<file path="src/rtl/mac_pkg.sv">
// Shared widths, int8 limits and group-config types for the MAC partial-sum path.
package mac_pkg;

    localparam int ACC_W  = 20;
    localparam int BIAS_W = 16;
    localparam int PSUM_W = 29;
    localparam int OUT_W  = 8;

    localparam int INT8_MAX = 127;
    localparam int INT8_MIN = -128;

    typedef struct packed {
        logic [4:0] shift;
        logic       relu;
    } rq_cfg_t;

    typedef enum logic {
        ST_IDLE  = 1'b0,
        ST_ACCUM = 1'b1
    } acc_state_e;

endpackage

</file>
<file path="src/rtl/psum_requant.sv">
// Round-half-up arithmetic shift, optional ReLU and int8 saturation of a finished
// partial sum, with the registered output stage.
module psum_requant
    import mac_pkg::*;
(
    input  logic                     clk,
    input  logic                     rst,
    input  logic                     fin_vld_i,
    input  logic signed [PSUM_W-1:0] psum_i,
    input  rq_cfg_t                  cfg_i,
    output logic signed [OUT_W-1:0]  data_o,
    output logic                     vld_o,
    output logic                     ovf_o
);

    localparam int RW = PSUM_W + 1;
    localparam logic signed [RW-1:0]    R_MAX = RW'(INT8_MAX);
    localparam logic signed [RW-1:0]    R_MIN = RW'(INT8_MIN);
    localparam logic signed [OUT_W-1:0] D_MAX = OUT_W'(INT8_MAX);
    localparam logic signed [OUT_W-1:0] D_MIN = OUT_W'(INT8_MIN);

    logic signed [RW-1:0]    rnd;
    logic signed [RW-1:0]    biased;
    logic signed [RW-1:0]    shifted;
    logic signed [OUT_W-1:0] data_d;
    logic                    ovf_d;
    logic signed [OUT_W-1:0] data_q;
    logic                    vld_q;
    logic                    ovf_q;

    // One extra bit of headroom so the rounding add can never wrap.
    always_comb begin
        rnd = '0;
        if (cfg_i.shift != 5'd0) begin
            rnd = RW'(1) << (cfg_i.shift - 5'd1);
        end
        biased  = RW'(psum_i) + rnd;
        shifted = biased >>> cfg_i.shift;
        data_d  = shifted[OUT_W-1:0];
        ovf_d   = 1'b0;
        if (cfg_i.relu && shifted[RW-1]) begin
            data_d = '0;
        end else if (shifted > R_MAX) begin
            data_d = D_MAX;
            ovf_d  = 1'b1;
        end else if (shifted < R_MIN) begin
            data_d = D_MIN;
            ovf_d  = 1'b1;
        end
    end

    always_ff @(posedge clk or posedge rst) begin
        if (rst) begin
            data_q <= '0;
            vld_q  <= 1'b0;
            ovf_q  <= 1'b0;
        end else begin
            vld_q <= fin_vld_i;
            if (fin_vld_i) begin
                data_q <= data_d;
                ovf_q  <= ovf_d;
            end
        end
    end

    assign data_o = data_q;
    assign vld_o  = vld_q;
    assign ovf_o  = ovf_q;

endmodule

</file>
<file path="src/rtl/mac_psum_acc.sv">
// Channel partial-sum accumulator: sums cfg_num_ch MAC results plus a bias per group,
// then hands the finished sum to the requant stage.
module mac_psum_acc
    import mac_pkg::*;
(
    input  logic                     clk,
    input  logic                     rst,
    input  logic [7:0]               cfg_num_ch,
    input  logic [4:0]               cfg_shift,
    input  logic                     cfg_relu,
    input  logic signed [BIAS_W-1:0] bias_i,
    input  logic                     vld_i,
    input  logic signed [ACC_W-1:0]  acc_i,
    output logic signed [OUT_W-1:0]  data_o,
    output logic                     vld_o,
    output logic                     ovf_o,
    output logic                     busy_o
);

    acc_state_e               state_q;
    logic [7:0]               ch_cnt_q;
    logic [7:0]               grp_num_q;
    rq_cfg_t                  grp_cfg_q;
    logic signed [PSUM_W-1:0] psum_q;
    logic                     fin_vld_q;
    logic [7:0]               eff_num;

    assign eff_num = (cfg_num_ch == 8'd0) ? 8'd1 : cfg_num_ch;

    // The requant stage samples psum_q/grp_cfg_q while fin_vld_q is high, i.e. before a
    // back-to-back first beat's new values become visible.
    always_ff @(posedge clk or posedge rst) begin
        if (rst) begin
            state_q   <= ST_IDLE;
            ch_cnt_q  <= '0;
            grp_num_q <= '0;
            grp_cfg_q <= '0;
            psum_q    <= '0;
            fin_vld_q <= 1'b0;
        end else begin
            fin_vld_q <= 1'b0;
            if (vld_i) begin
                case (state_q)
                    ST_IDLE: begin
                        psum_q    <= PSUM_W'(bias_i) + PSUM_W'(acc_i);
                        grp_num_q <= eff_num;
                        grp_cfg_q <= '{shift: cfg_shift, relu: cfg_relu};
                        if (eff_num == 8'd1) begin
                            ch_cnt_q  <= '0;
                            fin_vld_q <= 1'b1;
                        end else begin
                            ch_cnt_q <= 8'd1;
                            state_q  <= ST_ACCUM;
                        end
                    end
                    ST_ACCUM: begin
                        psum_q <= psum_q + PSUM_W'(acc_i);
                        if (ch_cnt_q + 8'd1 == grp_num_q) begin
                            ch_cnt_q  <= '0;
                            state_q   <= ST_IDLE;
                            fin_vld_q <= 1'b1;
                        end else begin
                            ch_cnt_q <= ch_cnt_q + 8'd1;
                        end
                    end
                    default: state_q <= ST_IDLE;
                endcase
            end
        end
    end

    // A first beat arriving right after a last beat keeps busy_o asserted.
    assign busy_o = (ch_cnt_q != 8'd0) || vld_i;

    psum_requant u_requant (
        .clk       (clk),
        .rst       (rst),
        .fin_vld_i (fin_vld_q),
        .psum_i    (psum_q),
        .cfg_i     (grp_cfg_q),
        .data_o    (data_o),
        .vld_o     (vld_o),
        .ovf_o     (ovf_o)
    );

endmodule

</file>
<file path="config.mk">
export PLATFORM = sky130hd
export DESIGN_NAME = mac_psum_acc
export DESIGN_NICKNAME = d
export VERILOG_FILES = /design/src/rtl/mac_pkg.sv /design/src/rtl/psum_requant.sv /design/src/rtl/mac_psum_acc.sv
export SDC_FILE = /design/constraint.sdc
export NUM_CORES = 1
export LEC_CHECK = 0
export CORE_UTILIZATION = 40
export CTS_BUF_LIST = sky130_fd_sc_hd__clkbuf_16
export DETAILED_ROUTE_END_ITERATION = 10
export SETUP_SLACK_MARGIN = 0.15
export SLEW_MARGIN = 20
export SYNTH_ARGS = -nofsm -noshare
export SYNTH_HDL_FRONTEND = slang
export SYNTH_HIERARCHICAL = 1
export SYNTH_SLANG_ARGS = --single-unit
</file>
<file path="constraint.sdc">
create_clock -name clk -period 11.2 [get_ports clk]
set_input_delay 2.24 -clock clk [delete_from_list [all_inputs] [get_ports clk]]
set_output_delay 2.24 -clock clk [all_outputs]
set_load 0.02 [all_outputs]
</file>
==> flow_metrics.tcl <==
set metrics [dict create \
    cts_inserted_buffers 9 \
    post-route-period-util 0.565 \
    start_util 0.408 \
    setup_viol 0 \
    grt.total_usage 0.253 \
    crit_slowest_cell "nand2_1" \
    wl_mm 32.6 \
    drt_iter0_drc 866 \
    yosys_register_bits 63 \
    antenna_found_initial 0 \
    cts_hold_buf 0 \
    syn_avg_cell_area_um2 7.43 \
    cts.sinks 63 \
    clkLatencyLatePin_ps 350 \
    antennaDiodeCount 0 \
    path_cells "inv_1 > nand2_1 > nor2_1 > ha_1 > fa_1 > a21o_1 > a221oi_1 > nor4_1 > o21ai_0 > and4_1 > nor3_1 > nor3_1 > nor4_1 > or3_1 > nor3_1 > o2111a_1 > nand3b_2 > o221ai_1" \
    place.gp.congestion 0.968 \
    drt_pass1_iterations 5 \
    drcViolationCount 0 \
    synth_top_area_frac 0.158 \
    worstSetupPathType "reg -> reg" \
    post_cts_resized 0 \
    clk_pin_slew_ps 60 \
    hold_path_class "reg -> reg" \
    worst_setup_path_start_kind "flip-flop" \
    final_area_mm2 0.0111 \
    async_flop_share 1.00 \
    synth_edf_count 0 \
    ant_nets 0 \
    maxSlewHeadroom 0.340 \
    synth_ff_type "dfrtp_1" \
    drive_gt1_frac 0.0697 \
    syn_inst 1339 \
    max_freq_mhz 158 \
    outcome "finished clean" \
    synthTopCellsByCount "nor2_1, nand2_1, a21oi_1" \
    power.density_mw_per_mm2 320 \
    fin_tns_setup_ps 0 \
    hold_depth 1 \
    cts_tree "yes" \
    hold_viol 0 \
    switching_share 0.556 \
    crit_fanout 23 \
    ios 64 \
    rows 57 \
    synthTopCellsByArea "dfrtp_1, ha_1, a21oi_1" \
    core_mm2 0.0244 \
    grt_pass1_wl_mm 52.0 \
    slew_viol_final 0 \
    chipHeight_um 160 \
    wire_per_inst_um 19.5 \
    final_util 0.454 \
    clock_path_buffers 2 \
    switchingPower_uw 1970 \
    finalNonFillerCells 1673 \
    period_needed_ps 6330 \
    power_frac_clock 0.092 \
    dpl_worst_slack_ps 5040 \
    cts_setup_buffers 0 \
    cts_max_level 3 \
    vdd_drop_max_uv 115 \
    tightest_slew_ps 986 \
    grt_pass1_vias 9650 \
    fin_ws_ps 4870 \
    drv_cap 0 \
    die_x_um 160 \
    skew_ps 10.4 \
    dp_hpwl_mm 24.9 \
    yosysWarnings 6 \
    root_buffer "clkbuf_16" \
    io_buffers 63 \
    dpl.cell_count 1657 \
    syn_area_mm2 0.00995 \
    rr_worst_depth 18 \
    cpPeakStageDelay_ps 740 \
    nets 1479 \
    fillers 2511 \
    vias 10455 \
    die_area_mm2 0.0255 \
    via_per_inst 6.25 \
    internal_power_uw 1570 \
    gr-total-overflow 0 \
    arrival_ps 6590 \
    place_area_mm2 0.0107 \
    leakagePower_uw 0.00457 \
    grt_max_degree 69 \
    syn_to_final_growth_pct 11.2 \
    ys_seq_area_frac 0.158 \
    yosysTopAreaCell "dfrtp_1" \
    rsz0062_at_grt "false" \
    required_ps 11460 \
    p_comb_frac 0.782 \
    pwr-share-seq 0.126 \
    synth_cell_types 99 \
    synthesis.nets 1474 \
    cp-end-kind "flip-flop" \
    crit_path_frequent_cell "nor3_1" \
    synth.most_common_cell "nor2_1" \
]
[worst max-delay path, delay by kind of cell, from the launching register on]
kind,cells,cell delay [ps]
AND/OR/NAND/NOR,10,3780
AO/OA/AOI/OAI,5,930
buffers and inverters,1,660
adder cells (fa/ha/maj),2,470
flip-flops,1,370
[state kept, by name, indices dropped and copies added, names as in the netlist]
signal            count
psum_q               29
ch_cnt_q              8
grp_num_q             8
u_requant/data_o      8
grp_cfg_q             6
fin_vld_q             1
state_q               1
u_requant/ovf_o       1
u_requant/vld_o       1
[power by group through the flow]
stage | Clock [µW] | Sequential (µW) | Combinational [µW]
after floorplan | 0 | 409 | 2050
after global placement | 0 | 447 | 2700
after detailed placement | 0 | 450 | 2690
after CTS | 337 | 447 | 2700
after global routing | 343 | 465 | 3000
final | 327 | 447 | 2770
[cells in the final DEF (no fill, tap or decap), types with 24 or more instances in the layout]
cell,Yosys,routed
nand2_1,129,129
a21oi_1,120,120
dfrtp_1,63,62
inv_1,32,31
o211ai_1,24,24
mux2i_1,25,25
xnor2_1,40,40
o21ai_0,75,75
ha_1,79,79
nor2_1,157,157
a21o_1,33,33
nand3_1,37,37
nand4_1,24,24
clkdlybuf4s50_1,0,62
xor2_1,33,33
[kinds of logic (layout without fill, tap and decap cells)]
logic type / count (synthesis) / count (layout) / synth area share
AND/OR/NAND/NOR: 482 / 482 / 0.234
AO/OA/AOI/OAI: 469 / 469 / 0.326
buffers and inverters: 116 / 126 / 0.0469
adder cells (fa/ha/maj): 82 / 82 / 0.105
XOR/XNOR: 73 / 73 / 0.0643
flip-flops: 63 / 63 / 0.158
multiplexers: 54 / 54 / 0.0648
[cell type report]
| class | instances | area [µm²] | area share |
|---|---|---|---|
| Multi-Input combinational cell | 1160 | 7910 | 0.714 |
| Sequential cell | 63 | 1580 | 0.143 |
| Timing Repair Buffer | 75 | 716 | 0.0647 |
| Tap cell | 324 | 405 | 0.0366 |
| Clock buffer | 9 | 225 | 0.0204 |
| Inverter | 35 | 131 | 0.0119 |
| Clock inverter | 7 | 105 | 0.00950 |
[stage by stage]
stage          total power [µW]  hold WS, ps
6_report                   3540          532
3_5_place_dp               3140          521
3_3_place_gp               3150          516
2_1_floorplan              2460          479
5_1_grt                    3810          551
4_1_cts                    3490          536
[layer usage]
| layer | track usage | part of all wire | vias up |
|---|---|---|---|
| li1 | - | - | 5088 |
| met1 | 0.351 | 0.47 | 4951 |
| met2 | 0.395 | 0.44 | 348 |
| met3 | 0.0335 | 0.053 | 68 |
| met4 | 0.105 | 0.037 | 0 |
| met5 | 0 | 0 | - |
[path summary, 6_finish.rpt]
path,from,end,slack [ps]
setup reg to reg,grp_cfg_q[3],u_requant/data_o[1],4870
hold reg to reg,grp_num_q[3],grp_num_q[3],530
setup / recovery,grp_cfg_q[3],u_requant/data_o[1],4870
max in group asynchronous,rst,grp_cfg_q[1],8270
hold / removal,grp_num_q[3],grp_num_q[3],530
min in group asynchronous,rst,u_requant/data_o[4],2220
No activity file was read; power rests on OpenSTA's default activity.
